==> config.mk <==
export PLATFORM = sky130hd
export DESIGN_NAME = jtcontra_gfx_rom_arb_flat
export DESIGN_NICKNAME = d
export VERILOG_FILES = /design/src/rtl/jtcontra_gfx_rom_arb_if.sv /design/src/rtl/jtcontra_gfx_rom_arb.sv /design/src/flat_wrapper.sv
export SDC_FILE = /design/constraint.sdc
export NUM_CORES = 1
export LEC_CHECK = 0
export ABC_AREA = 1
export BUFFER_PORTS_ARGS = -buffer_cell sky130_fd_sc_hd__buf_2
export CORE_MARGIN = 10
export CORE_UTILIZATION = 48
export DETAILED_ROUTE_END_ITERATION = 10
export GPL_ROUTABILITY_DRIVEN = 0
export PLACE_DENSITY = 0.85
export SETUP_SLACK_MARGIN = 0.05
export SYNTH_ARGS = -nofsm -noshare
export SYNTH_HDL_FRONTEND = slang
export SYNTH_SLANG_ARGS = --single-unit
==> constraint.sdc <==
create_clock -name clk -period 1.9 [get_ports clk]
set_input_delay 0.095 -clock clk [delete_from_list [all_inputs] [get_ports clk]]
set_output_delay 0.095 -clock clk [all_outputs]
set_load 0.01 [all_outputs]
==> src/rtl/jtcontra_gfx_rom_arb_if.sv <==
// GFX ROM sharing bus: SCR and OBJ requester channels plus the single SDRAM ROM slot.
// master = fetchers/SDRAM side, slave = arbiter.
interface jtcontra_gfx_rom_arb_if #(
  parameter int unsigned AW = 18,
  parameter int unsigned DW = 16
);
  // tilemap requester
  logic          scr_cs;
  logic [AW-1:0] scr_addr;
  logic          scr_ok;
  logic [DW-1:0] scr_data;
  // object requester
  logic          obj_cs;
  logic [AW-1:0] obj_addr;
  logic          obj_ok;
  logic [DW-1:0] obj_data;
  // SDRAM ROM slot
  logic          rom_cs;
  logic [AW-1:0] rom_addr;
  logic          rom_ok;
  logic [DW-1:0] rom_data;

  modport master (
    output scr_cs, scr_addr, obj_cs, obj_addr, rom_ok, rom_data,
    input  scr_ok, scr_data, obj_ok, obj_data, rom_cs, rom_addr
  );

  modport slave (
    input  scr_cs, scr_addr, obj_cs, obj_addr, rom_ok, rom_data,
    output scr_ok, scr_data, obj_ok, obj_data, rom_cs, rom_addr
  );
endinterface

==> src/rtl/jtcontra_gfx_rom_arb.sv <==
// Shares one SDRAM GFX ROM slot between the 007121 tilemap (SCR) and object (OBJ) fetchers.
// Define JTCONTRA_ARB_STATS_EN to add per-frame grant counters and the peak OBJ stall.
module jtcontra_gfx_rom_arb #(
  parameter int unsigned AW           = 18,
  parameter int unsigned DW           = 16,
  parameter logic [7:0]  OBJ_MAX_WAIT = 8'd32
) (
  input  logic clk,
  input  logic rst,
  input  logic LHBL,
`ifdef JTCONTRA_ARB_STATS_EN
  input  logic        LVBL,
  output logic [15:0] scr_cnt,
  output logic [15:0] obj_cnt,
  output logic [7:0]  stall_max,
`endif
  output logic busy,
  jtcontra_gfx_rom_arb_if.slave bus
);

  localparam logic [1:0] IDLE    = 2'd0;
  localparam logic [1:0] GNT_SCR = 2'd1;
  localparam logic [1:0] GNT_OBJ = 2'd2;
  localparam int unsigned WW     = 8;

  logic [1:0]    state, state_nx;
  logic          rom_cs, rom_cs_nx;
  logic [AW-1:0] rom_addr, rom_addr_nx;
  logic          settle, settle_nx;
  logic          scr_ok, scr_ok_nx;
  logic          obj_ok, obj_ok_nx;
  logic [DW-1:0] scr_data, scr_data_nx;
  logic [DW-1:0] obj_data, obj_data_nx;
  logic          busy_nx;
  logic [WW-1:0] wait_cnt, wait_cnt_nx;
  logic          obj_forced, pick_obj, obj_grant;

  assign bus.rom_cs   = rom_cs;
  assign bus.rom_addr = rom_addr;
  assign bus.scr_ok   = scr_ok;
  assign bus.scr_data = scr_data;
  assign bus.obj_ok   = obj_ok;
  assign bus.obj_data = obj_data;

  // Priority: starved OBJ first, then SCR during active line, OBJ during blanking
  assign obj_forced = (wait_cnt >= OBJ_MAX_WAIT);
  assign pick_obj   = bus.obj_cs && (!bus.scr_cs || obj_forced || !LHBL);
  assign obj_grant  = (state == IDLE) && pick_obj;

  // OBJ starvation counter, saturating
  always_comb begin
    wait_cnt_nx = wait_cnt;
    if (!bus.obj_cs || state == GNT_OBJ || obj_grant) begin
      wait_cnt_nx = '0;
    end else if (wait_cnt != '1) begin
      wait_cnt_nx = wait_cnt + WW'(1);
    end
  end

  // Next-state and registered-output logic
  always_comb begin
    state_nx    = state;
    rom_cs_nx   = rom_cs;
    rom_addr_nx = rom_addr;
    settle_nx   = settle;
    scr_ok_nx   = 1'b0;
    obj_ok_nx   = 1'b0;
    scr_data_nx = scr_data;
    obj_data_nx = obj_data;
    case (state)
      IDLE: begin
        rom_cs_nx = 1'b0;
        settle_nx = 1'b0;
        if (bus.scr_cs || bus.obj_cs) begin
          rom_cs_nx = 1'b1;
          settle_nx = 1'b1;
          if (pick_obj) begin
            state_nx    = GNT_OBJ;
            rom_addr_nx = bus.obj_addr;
          end else begin
            state_nx    = GNT_SCR;
            rom_addr_nx = bus.scr_addr;
          end
        end
      end
      GNT_SCR: begin
        // a drop beats a coincident rom_ok; an address step restarts the settle window
        if (!bus.scr_cs) begin
          rom_cs_nx = 1'b0;
          settle_nx = 1'b0;
          state_nx  = IDLE;
        end else if (bus.scr_addr != rom_addr) begin
          rom_addr_nx = bus.scr_addr;
          settle_nx   = 1'b1;
        end else if (settle) begin
          settle_nx = 1'b0;
        end else if (bus.rom_ok) begin
          scr_data_nx = bus.rom_data;
          scr_ok_nx   = 1'b1;
          rom_cs_nx   = 1'b0;
          state_nx    = IDLE;
        end
      end
      GNT_OBJ: begin
        if (!bus.obj_cs) begin
          rom_cs_nx = 1'b0;
          settle_nx = 1'b0;
          state_nx  = IDLE;
        end else if (bus.obj_addr != rom_addr) begin
          rom_addr_nx = bus.obj_addr;
          settle_nx   = 1'b1;
        end else if (settle) begin
          settle_nx = 1'b0;
        end else if (bus.rom_ok) begin
          obj_data_nx = bus.rom_data;
          obj_ok_nx   = 1'b1;
          rom_cs_nx   = 1'b0;
          state_nx    = IDLE;
        end
      end
      default: begin
        rom_cs_nx = 1'b0;
        settle_nx = 1'b0;
        state_nx  = IDLE;
      end
    endcase
    busy_nx = (state_nx != IDLE);
  end

  always_ff @(posedge clk) begin
    if (rst) begin
      state    <= IDLE;
      rom_cs   <= 1'b0;
      rom_addr <= '0;
      settle   <= 1'b0;
      scr_ok   <= 1'b0;
      obj_ok   <= 1'b0;
      scr_data <= '0;
      obj_data <= '0;
      busy     <= 1'b0;
      wait_cnt <= '0;
    end else begin
      state    <= state_nx;
      rom_cs   <= rom_cs_nx;
      rom_addr <= rom_addr_nx;
      settle   <= settle_nx;
      scr_ok   <= scr_ok_nx;
      obj_ok   <= obj_ok_nx;
      scr_data <= scr_data_nx;
      obj_data <= obj_data_nx;
      busy     <= busy_nx;
      wait_cnt <= wait_cnt_nx;
    end
  end

`ifdef JTCONTRA_ARB_STATS_EN
  logic        lvbl_l;
  logic [15:0] scr_run, obj_run;
  logic [7:0]  stall_run;

  // Per-frame statistics, published and restarted on the LVBL rising edge
  always_ff @(posedge clk) begin
    if (rst) begin
      lvbl_l    <= 1'b0;
      scr_run   <= '0;
      obj_run   <= '0;
      stall_run <= '0;
      scr_cnt   <= '0;
      obj_cnt   <= '0;
      stall_max <= '0;
    end else begin
      lvbl_l <= LVBL;
      if (LVBL && !lvbl_l) begin
        scr_cnt   <= scr_run;
        obj_cnt   <= obj_run;
        stall_max <= stall_run;
        scr_run   <= 16'(scr_ok_nx);
        obj_run   <= 16'(obj_ok_nx);
        stall_run <= wait_cnt;
      end else begin
        if (scr_ok_nx && scr_run != 16'hFFFF) scr_run <= scr_run + 16'd1;
        if (obj_ok_nx && obj_run != 16'hFFFF) obj_run <= obj_run + 16'd1;
        if (wait_cnt > stall_run) stall_run <= wait_cnt;
      end
    end
  end
`endif

endmodule

==> src/flat_wrapper.sv <==
// flat-port wrapper written by rule: the top's interface ports become plain ports
module jtcontra_gfx_rom_arb_flat 
#(
  parameter int unsigned AW           = 18,
  parameter int unsigned DW           = 16,
  parameter logic [7:0]  OBJ_MAX_WAIT = 8'd32
)
  (clk, rst, LHBL, busy, bus_scr_cs, bus_scr_addr, bus_obj_cs, bus_obj_addr, bus_rom_ok, bus_rom_data, bus_scr_ok, bus_scr_data, bus_obj_ok, bus_obj_data, bus_rom_cs, bus_rom_addr);
  jtcontra_gfx_rom_arb_if #(.AW(AW), .DW(DW)) bus_i ();
  input  logic clk;
  input  logic rst;
  input  logic LHBL;
  output logic busy;
  input wire logic [$bits(bus_i.scr_cs)-1:0] bus_scr_cs;
  input wire logic [$bits(bus_i.scr_addr)-1:0] bus_scr_addr;
  input wire logic [$bits(bus_i.obj_cs)-1:0] bus_obj_cs;
  input wire logic [$bits(bus_i.obj_addr)-1:0] bus_obj_addr;
  input wire logic [$bits(bus_i.rom_ok)-1:0] bus_rom_ok;
  input wire logic [$bits(bus_i.rom_data)-1:0] bus_rom_data;
  output wire logic [$bits(bus_i.scr_ok)-1:0] bus_scr_ok;
  output wire logic [$bits(bus_i.scr_data)-1:0] bus_scr_data;
  output wire logic [$bits(bus_i.obj_ok)-1:0] bus_obj_ok;
  output wire logic [$bits(bus_i.obj_data)-1:0] bus_obj_data;
  output wire logic [$bits(bus_i.rom_cs)-1:0] bus_rom_cs;
  output wire logic [$bits(bus_i.rom_addr)-1:0] bus_rom_addr;
  assign bus_i.scr_cs = bus_scr_cs;
  assign bus_i.scr_addr = bus_scr_addr;
  assign bus_i.obj_cs = bus_obj_cs;
  assign bus_i.obj_addr = bus_obj_addr;
  assign bus_i.rom_ok = bus_rom_ok;
  assign bus_i.rom_data = bus_rom_data;
  assign bus_scr_ok = bus_i.scr_ok;
  assign bus_scr_data = bus_i.scr_data;
  assign bus_obj_ok = bus_i.obj_ok;
  assign bus_obj_data = bus_i.obj_data;
  assign bus_rom_cs = bus_i.rom_cs;
  assign bus_rom_addr = bus_i.rom_addr;
  jtcontra_gfx_rom_arb #(.AW(AW), .DW(DW), .OBJ_MAX_WAIT(OBJ_MAX_WAIT)) u_core (.clk(clk), .rst(rst), .LHBL(LHBL), .busy(busy), .bus(bus_i));
endmodule
# --- Word-level counts from Yosys, hierarchy flattened ---
# Index checks and enable logic that the tools add are counted.
totals:
  mem_count: 0
  mem_bits_rw: 0
  ff_bits: 65
  latchBits: 0
  romBits: 0
  in_bits: 58
  output_inout_bits: 54
  elab_cells: 82
op_classes:
  div: 0
  eq_ne: 12
  muxes: 31
  shift: 0
  n_reduce_logical: 20
  multipliers: 0
  n_lt_le_gt_ge: 1
  addsub: 1
  bitwise_logic: 7
ops:
  columns: ["op", "count"]
  rows:
  - ["$mux W18", 6]
  - ["$pmux W18 S3", 1]
  - ["$ne A18 B18 Y1", 2]
  - ["$mux W2", 8]
  - ["$mux W1", 13]
  - ["$reduce_and A5 Y1", 2]
  - ["$add A8 B1 Y8 const B", 1]
  - ["$ge A8 B6 Y1 const B", 1]
  - ["$ne A2 B2 Y1 const B", 4]
  - ["$ne A8 B8 Y1 const B", 1]
  - ["$reduce_or A4 Y1", 2]
  - ["$not A1 Y1", 7]
  - ["$ne A3 B3 Y1 const B", 2]
  - ["$pmux W1 S3", 2]
  - ["$pmux W2 S3", 1]
  - ["$reduce_and A6 Y1", 1]
  - ["$logic_or A1 B1 Y1", 5]
  - ["$logic_not A1 Y1", 3]
  - ["$reduce_bool A3 Y1", 1]
  - ["$eq A2 B1 Y1 const B", 1]
  - ["$eq A2 B2 Y1 const B", 1]
  - ["$logic_and A1 B1 Y1", 2]
  - ["$logic_not A2 Y1", 1]
  - ["$ne A2 B1 Y1 const B", 1]
  - ["other kinds (3)", 3]

# --- Logic depth before layout (Yosys ltp) ---
# Gate-level depths: netlist (run 1).
logic_depth:
  ltp_word: 8
  depth_mapped: 13
  ltp_nobuf: 12

# --- Worst setup path before layout (run 1) ---
# Ideal clock, no wire load.
synth_timing:
  path_type: "register -> register"
  startpoint: "reg u_core.state[0]"
  endpoint: "reg u_core.wait_cnt[1]"
  path_buffers: 2
  arrival_ns: 1.683
  period_less_slack_ns: 1.771
  path_stages_with_launch: 8
  setup_ns: 0.088
  t_required_ns: 1.812
  setup_slack_ns: 0.129
  path_cell_list: "dfxtp_1 inv_1 ha_1 inv_1 buf_2 clkbuf_1 o2111ai_1 a211oi_1"
synth_between:
  elab_chain_cells: 4
  word_cells_on_any_way: 6
  classes_between: "eq/ne (1); reduce/logical (5)"
synth_rtl:
  columns: ["element", "line_no", "rtl"]
  rows:
  - ["start: declaration", "jtcontra_gfx_rom_arb.sv:26", "logic [1:0] state, state_nx;"]
  - ["start signal: assignment", "jtcontra_gfx_rom_arb.sv:143", "state <= state_nx;"]
  - ["$eq A2 B2 Y1 or $logic_not A2 Y1 (tied branches)", "jtcontra_gfx_rom_arb.sv:53, jtcontra_gfx_rom_arb.sv:48", null]
  - ["$logic_or A1 B1 Y1 or $logic_and A1 B1 Y1 (tied branches)", "jtcontra_gfx_rom_arb.sv:53, jtcontra_gfx_rom_arb.sv:48", null]
  - ["$logic_or A1 B1 Y1 *", "jtcontra_gfx_rom_arb.sv:53", "if (!bus.obj_cs || state == GNT_OBJ || obj_grant) begin"]
  - ["$reduce_or A2 Y1 (no source line) *", null, null]
  - ["end signal: assignment", "jtcontra_gfx_rom_arb.sv:152", "wait_cnt <= wait_cnt_nx;"]
  - ["end: declaration", "jtcontra_gfx_rom_arb.sv:35", "logic [WW-1:0] wait_cnt, wait_cnt_nx;"]
# Every way passes the cells marked *; elsewhere a longest branch is shown, timed or not.
# A chain may end at the register's enable or synchronous reset.

# --- Worst setup path after layout (run 1) ---
layout_timing:
  startpoint: "reg u_core.rom_addr[11], in the netlist u_core.bus.rom_addr[11]"
  endpoint: "reg u_core.busy"
layout_between:
  elab_chain_cells: 5
  word_cells_on_any_way: 8
  classes_between: "eq/ne (2); mux (5); reduce/logical (1)"
layout_rtl:
  columns: ["element", "line_no", "rtl"]
  rows:
  - ["start: declaration", "jtcontra_gfx_rom_arb.sv:28", "logic [AW-1:0] rom_addr, rom_addr_nx;"]
  - ["start signal: assignment", "jtcontra_gfx_rom_arb.sv:145", "rom_addr <= rom_addr_nx;"]
  - ["$ne A18 B18 Y1 (on tied branches)", "jtcontra_gfx_rom_arb.sv:109, jtcontra_gfx_rom_arb.sv:92", null]
  - ["$mux W2 (on tied branches)", "jtcontra_gfx_rom_arb.sv:109, jtcontra_gfx_rom_arb.sv:92", null]
  - ["$mux W2 (on tied branches)", "jtcontra_gfx_rom_arb.sv:105, jtcontra_gfx_rom_arb.sv:88", null]
  - ["$pmux W2 S3 *", "jtcontra_gfx_rom_arb.sv:70", "case (state)"]
  - ["$reduce_bool A2 Y1 *", "jtcontra_gfx_rom_arb.sv:127", "busy_nx = (state_nx != IDLE);"]
  - ["end signal: assignment", "jtcontra_gfx_rom_arb.sv:151", "busy <= busy_nx;"]
  - ["end: declaration", "jtcontra_gfx_rom_arb.sv:17", "output logic busy,"]
# Marked as above.

==> impl_metrics.csv, run 1 <==
group,metric,value,unit
outcome,outcome,"complete, no violations",
yosys,synthFlopType,"dfxtp_1",
yosys,synthArstFlopShare,0,%
worst_setup_path,cp-start-kind,"flop",
drt,totalWireLength,12.0,mm
worst_hold_path,hold_end,"u_core.bus.scr_data[9]$_SDFFE_PP0P_",
pwr,powerDensity,773,mW/mm²
cells_and_area,finish.utilization,64.4,%
worst_setup_path,arrival,1.98,ns
cells_and_area,seq_area,0.00132,mm²
yosys,ys_ff_latch,65,
yosys,synth_edf_count,0,
sta,fmax,578,MHz
floorplan,initial_utilization,50.1,%
cells_and_area,fillers,700,
sta,fin_tns_setup,0,ns
worst_setup_path,crit_path_end_kind,"flop",
floorplan,ios,112,
floorplan,die_w,111,µm
yosys,synth.distinct_cells,38,
yosys,yosysMostFrequentCell,"nand2_1",
worst_setup_path,reg2reg_setup_slack,0.17,ns
floorplan,core_area,0.00785,mm²
clock_tree,cts_inserted_buffers,9,
sta,maxSlewHeadroom,72.5,%
worst_hold_path,hp-start,"bus_rom_data[9]",
worst_setup_path,rr_startpoint,"u_core.bus.rom_addr[11]$_SDFFE_PP0P_",
clock_tree,cts_max_path_buffers,2,
clock_tree,cts_root_buf,"clkbuf_8",
job,cap_violations,0,
drt,via_per_inst,5.28,
worst_hold_path,hp-class,"in -> reg",
pwr,power,3910,µW
cells_and_area,antenna_cells,0,
yosys,ys_top_cells_by_area,"dfxtp_1, nand2_1, nor2_1",
cells_and_area,syn2layout_area_growth,28.5,%
clock_tree,tritoncts,"built",
worst_setup_path,worst_r2r_endpoint,"u_core.busy$_SDFF_PP0_",
yosys,synth_top_area_share,33.1,%
clock_tree,h-tree-depth,3,
global_route,grt_max_degree,37,
clock_tree,clk_latency,0.36,ns
drt,firstDrtPassIters,5,
worst_setup_path,critPathKind,"reg -> reg",
sta,hold_viol,0,
drt,wire_per_inst,14.1,µm
sta,fin_crit_sh,91.1,%
worst_hold_path,worstHoldPathCells,3,
placed_design,portBuffers,111,
yosys,synth-warning-count,0,
cells_and_area,fin_nets,811,
sta,drv_slew,0,
worst_setup_path,cp_max_fo,5,
sta,rsz0062_at_grt,"no",
yosys,ys_seq_area_share,33.1,%
floorplan,die_h,111,µm
drt,drc,0,
sta,fin_skew,0.0139,ns
global_route,grt_use_total,19.0,%
global_route,antenna_found_initial,0,
drt,dr_total_vias,4512,
cells_and_area,final_layout_size_suffix_gt1_share,26.7,%
yosys,synth_top_cell_by_area,"dfxtp_1",
yosys,synth.cells.most_frequent,"nand2_1, nor2_1, dfxtp_1",
sta,report.final.setup_viol,0,
global_route,overflow,0,
floorplan,num_rows,32,
pwr,p_leak,0.00266,µW
sta,worst_slew_pin_slew,0.410,ns
clock_tree,clk_transition_reported_paths,0.09,ns
worst_setup_path,reg2regPathDepth,12,
drt,ant_nets,0,
sta,min_period,1.73,ns
global_route,grt_pass1_wl,20.2,mm
floorplan,die_area,0.0122,mm²
placed_design,hpwl,8.60,mm
yosys,syn_area_per_cell,6.39,µm²
yosys,netlist_instances,615,
clock_tree,clock_sinks,65,
worst_setup_path,worst_ep_required_time,2.15,ns
pwr,ir_drop,706,µV
yosys,synth_area,0.00393,mm²
global_route,grt_pass1_vias,4294,
drt,dr.first_iter.drc_count,307,
yosys,syn-num-nets,679,
cells_and_area,multi_input_area,0.00222,mm²
[kinds of logic after synthesis]
family / share of synthesized area (%)
AND/OR/NAND/NOR: 35.4
AO/OA/AOI/OAI: 17.5
buffers and inverters: 11.0
flip-flops: 33.1
adder cells (fa/ha/maj): 1.91
XOR/XNOR: 1.11
[cell usage in the layout (no fill, tap or decap), drive strengths merged, types with 2 or more instances in the layout]
master,synthesis,final
nand2,152,152
buf,12,131
nor2,122,123
inv,73,77
o21ai,71,71
dfxtp,65,65
nand3,29,29
a21oi,25,25
dlygate4sd3,0,16
o221ai,15,15
clkbuf,15,9
nand4,7,7
ha,6,6
nor3,5,5
xnor2,4,4
a211oi,3,3
o211ai,3,3
o2111ai,2,2
[critical path, stage by stage, from the launching register on]
cell     delay [ns]
dfxtp_2        0.38
inv_2          0.05
nand2_1        0.05
nand2_1        0.06
nor2_1         0.16
nand2_2        0.08
nor2_4         0.18
nand4_4        0.17
buf_4          0.18
nand2_1        0.06
nand3_1        0.10
nand2_1        0.09
nand2_1        0.06
[power breakdown]
part,switching (µW),internal [µW],leakage [µW]
clock,646,631,0.000103
sequential,110,1460,0.000533
combinational,618,447,0.00203
total,1370,2540,0.00266
[flip-flops by register name, indices dropped and copies added (netlist names)]
name                 count
u_core.busy              1
u_core.settle            1
u_core.bus.scr_data     16
u_core.state             2
u_core.bus.obj_ok        1
u_core.bus.rom_addr     18
u_core.bus.rom_cs        1
u_core.bus.obj_data     16
u_core.bus.scr_ok        1
u_core.wait_cnt          8
[metrics by stage]
| step | setup slack, ns | instances | instance area (µm²) | hold slack (ns) |
|---|---|---|---|---|
| 3_5_place_dp | 0.0993 | 815 | 4610 | 0.329 |
| 2_1_floorplan | 0.129 | 615 | 3930 | 0.162 |
| 5_1_grt | 0.0419 | 854 | 5050 | 0.0238 |
| 4_1_cts | 0.0818 | 847 | 4980 | 0.00848 |
| 3_3_place_gp | 0.164 | 815 | 4610 | 0.331 |
| 6_report | 0.170 | 854 | 5050 | 0.0147 |
[area by class of cell]
cell class,instances,area share [%]
timing repair buffer,147,17.9
tap,102,2.52
clock buffer,9,2.45
clock inverter,7,1.66
inverter,73,5.52
multi-input combinational,451,44.0
sequential,65,26.0
[how the worst max path moves through the flow]
stage,start,end,slack (ns),cells after the start
floorplan,u_core.state[0]$_SDFF_PP0_,u_core.wait_cnt[1]$_SDFFE_PP0P_,0.13,7
global placement,u_core.bus.rom_addr[4]$_SDFFE_PP0P_,u_core.bus.scr_data[2]$_SDFFE_PP0P_,0.16,11
detailed placement,u_core.bus.rom_addr[4]$_SDFFE_PP0P_,u_core.bus.scr_data[15]$_SDFFE_PP0P_,0.1,11
CTS,u_core.bus.rom_addr[4]$_SDFFE_PP0P_,u_core.bus.scr_data[15]$_SDFFE_PP0P_,0.08,11
global route,u_core.bus.rom_addr[4]$_SDFFE_PP0P_,u_core.busy$_SDFF_PP0_,0.04,12
finish,u_core.bus.rom_addr[11]$_SDFFE_PP0P_,u_core.busy$_SDFF_PP0_,0.17,12
[layer usage]
layer,up-vias,global-route usage (%),routed length [µm]
li1,2248,-,-
met1,2078,21.6,4850
met2,151,32.5,5940
met3,35,4.81,874
met4,0,8.89,369
met5,-,0,0
[what timing repair did]
action	in CTS	in global routing
endpoints found under the hold margin	30	0
setup buffers	0	6
hold buffers	16	0
setup endpoints to repair	0	46
resized for setup	0	13
(Power assumes the default switching activity.)
==> run 2, diff against run 1 <==
CELL_PAD_IN_SITES_DETAIL_PLACEMENT = 1   (was unset)
CELL_PAD_IN_SITES_GLOBAL_PLACEMENT = 1   (was unset)
CORE_UTILIZATION = 32   (was 48)
PLACE_DENSITY = 0.83   (was 0.85)
SKIP_LAST_GASP = 1   (was unset)
==> impl_metrics.csv, run 2 (synthesis results as in run 1) <==
group,metric,value,unit
outcome,outcome,"complete, no violations",
clock_tree,clock_sinks,65,
worst_setup_path,critPathKind,"reg -> reg",
drt,firstDrtPassIters,4,
cells_and_area,instances_no_fill,887,
cells_and_area,seq_area,0.00132,mm²
worst_hold_path,hp-class,"in -> reg",
clock_tree,cts_max_path_buffers,2,
job,cap_violations,0,
sta,fmax,583,MHz
global_route,overflow,0,
worst_setup_path,worst_ep_required_time,2.12,ns
clock_tree,clk_latency,0.33,ns
sta,drv_slew,0,
cells_and_area,reg_top3,"u_core.bus.rom_addr (18), u_core.bus.obj_data (16), u_core.bus.scr_data (16)",
drt,totalWireLength,13.8,mm
pwr,swShare,31.3,%
worst_setup_path,cp_max_fo,13,
pwr,power,4520,µW
pwr,p_leak,0.00271,µW
worst_setup_path,cp-start-kind,"flop",
pwr,switchingPower,1420,µW
worst_setup_path,arrival,1.94,ns
cells_and_area,top_register,"u_core.bus.rom_addr",
cells_and_area,postLayoutCellArea,0.00513,mm²
floorplan,ios,112,
clock_tree,clk_transition_reported_paths,0.06,ns
floorplan,die_area,0.0171,mm²
worst_setup_path,crit_chain,"inv_1 -> ha_1 -> inv_1 -> buf_4 -> o221ai_1 -> o21ai_0 -> nand3_1 -> nand2_1 -> nor2_1",
clock_tree,cts_root_buf,"clkbuf_16",
sta,fin_skew,0.00661,ns
cells_and_area,finish.utilization,42.7,%
clock_tree,tritoncts,"built",
global_route,grt_max_degree,40,
sta,report.final.setup_viol,0,
clock_tree,cts_inserted_buffers,9,
cells_and_area,antenna_cells,0,
cells_and_area,fillers,1601,
worst_setup_path,crit_path_end_kind,"flop",
cells_and_area,mostFrequentLayoutCells,"nand2_1, buf_2, nor2_1",
cells_and_area,fin_nets,799,
global_route,grt_pass1_wl,22.5,mm
drt,drc,0,
sta,min_period,1.71,ns
sta,maxSlewHeadroom,78.9,%
drt,dr.first_iter.drc_count,153,
floorplan,core_area,0.0120,mm²
cells_and_area,multi_input_area,0.00221,mm²
pwr,ir_drop,419,µV
placed_design,hpwl,10.5,mm
drt,via_per_inst,5.01,
worst_setup_path,max_stage_delay,0.38,ns
placed_design,portBuffers,111,
cells_and_area,largest_register_ffs,18,
cells_and_area,syn2layout_area_growth,30.5,%
pwr,pwr-share-clk,41.2,%
placed_design,dp_cells,864,
sta,fin_tns_setup,0,ns
cells_and_area,final_layout_size_suffix_gt1_share,28.0,%
floorplan,num_rows,40,
sta,rsz0062_at_grt,"no",
floorplan,die_h,131,µm
floorplan,initial_utilization,32.7,%
clock_tree,h-tree-depth,3,
cells_and_area,final_common_cell,"nand2_1",
drt,ant_nets,0,
worst_setup_path,slowest_stage,"dfxtp_1",
pwr,internal-power,3110,µW
global_route,grt_pass1_vias,4807,
sta,fin_crit_sh,90.2,%
pwr,powerDensity,881,mW/mm²
sta,hold_viol,0,
worst_setup_path,cpMostUsedCell,"inv_1",
drt,wire_per_inst,15.6,µm
pwr,pwr-share-comb,23.8,%
global_route,grt_use_total,16.3,%
sta,worst_slew_pin_slew,0.315,ns
drt,dr_total_vias,4447,
placed_design,placed_area,0.00471,mm²
global_route,antenna_found_initial,0,
floorplan,die_w,131,µm
pwr,p_seq_share,34.9,%
## run 2: cell types whose count changed in the layout (fill, tap and decap cells not counted), moves of 6 or more
cell           before  now
clkbuf_16           0    9
clkbuf_8            9    1
dfxtp_1            56   50
dfxtp_2             8   15
dlygate4sd3_1      16    3
## run 2: cell type report
class,instances,share of cell area [%]
sequential,65,25.7
multi-input combinational,450,43.1
timing repair buffer,136,15.6
tap,147,3.58
clock inverter,6,1.85
clock buffer,10,4.66
inverter,73,5.44
## run 2: stage by stage
stage / worst slack, ns / hold WS, ns
global route: 0.0427 / 0.0219
finish: 0.186 / 0.0108
global placement: 0.194 / 0.341
floorplan: 0.129 / 0.162
detailed placement: 0.118 / 0.343
CTS: 0.0957 / 0.00170
## run 2: metal layers
metal,track usage (%),up-vias,part of all wire (%)
li1,-,2218,-
met1,17.9,2111,42
met2,29.3,98,50
met3,4.43,20,6.4
met4,5.89,0,1.6
met5,0,-,0
## run 2: worst paths after layout
kind | from | endpoint | slack (ns) | cells after the start
setup / recovery | u_core.state[0]$_SDFF_PP0_ | u_core.bus.rom_addr[0]$_SDFFE_PP0P_ | 0.19 | 9
hold / removal | bus_rom_data[7] | u_core.bus.scr_data[7]$_SDFFE_PP0P_ | 0.01 | 3
setup reg to reg | u_core.state[0]$_SDFF_PP0_ | u_core.bus.rom_addr[0]$_SDFFE_PP0P_ | 0.19 | 9
hold reg to reg | u_core.bus.obj_data[11]$_SDFFE_PP0P_ | u_core.bus.obj_data[11]$_SDFFE_PP0P_ | 0.50 | 2
## run 2: critical path, delay by kind of cell, from the launching register on
family / cells / cell delay, ns
simple gates: 3 / 0.21
flops: 1 / 0.38
buf+inv: 3 / 0.48
compound gates: 2 / 0.27
fa+ha+maj: 1 / 0.26
## run 2: power by group through the flow
stage | Sequential (µW) | Combinational (µW) | Clock (µW)
final | 1580 | 1080 | 1860
after global routing | 1600 | 1230 | 1970
after CTS | 1570 | 1080 | 1900
after detailed placement | 1590 | 1070 | 0
after global placement | 1580 | 1030 | 0
after floorplan | 1610 | 639 | 0
## run 2: what timing repair did
item                       CTS  global route
resized for setup            0            18
setup buffers                0             4
hold buffers                 3             0
hold endpoints to repair     4             0
setup endpoints to repair    0            51
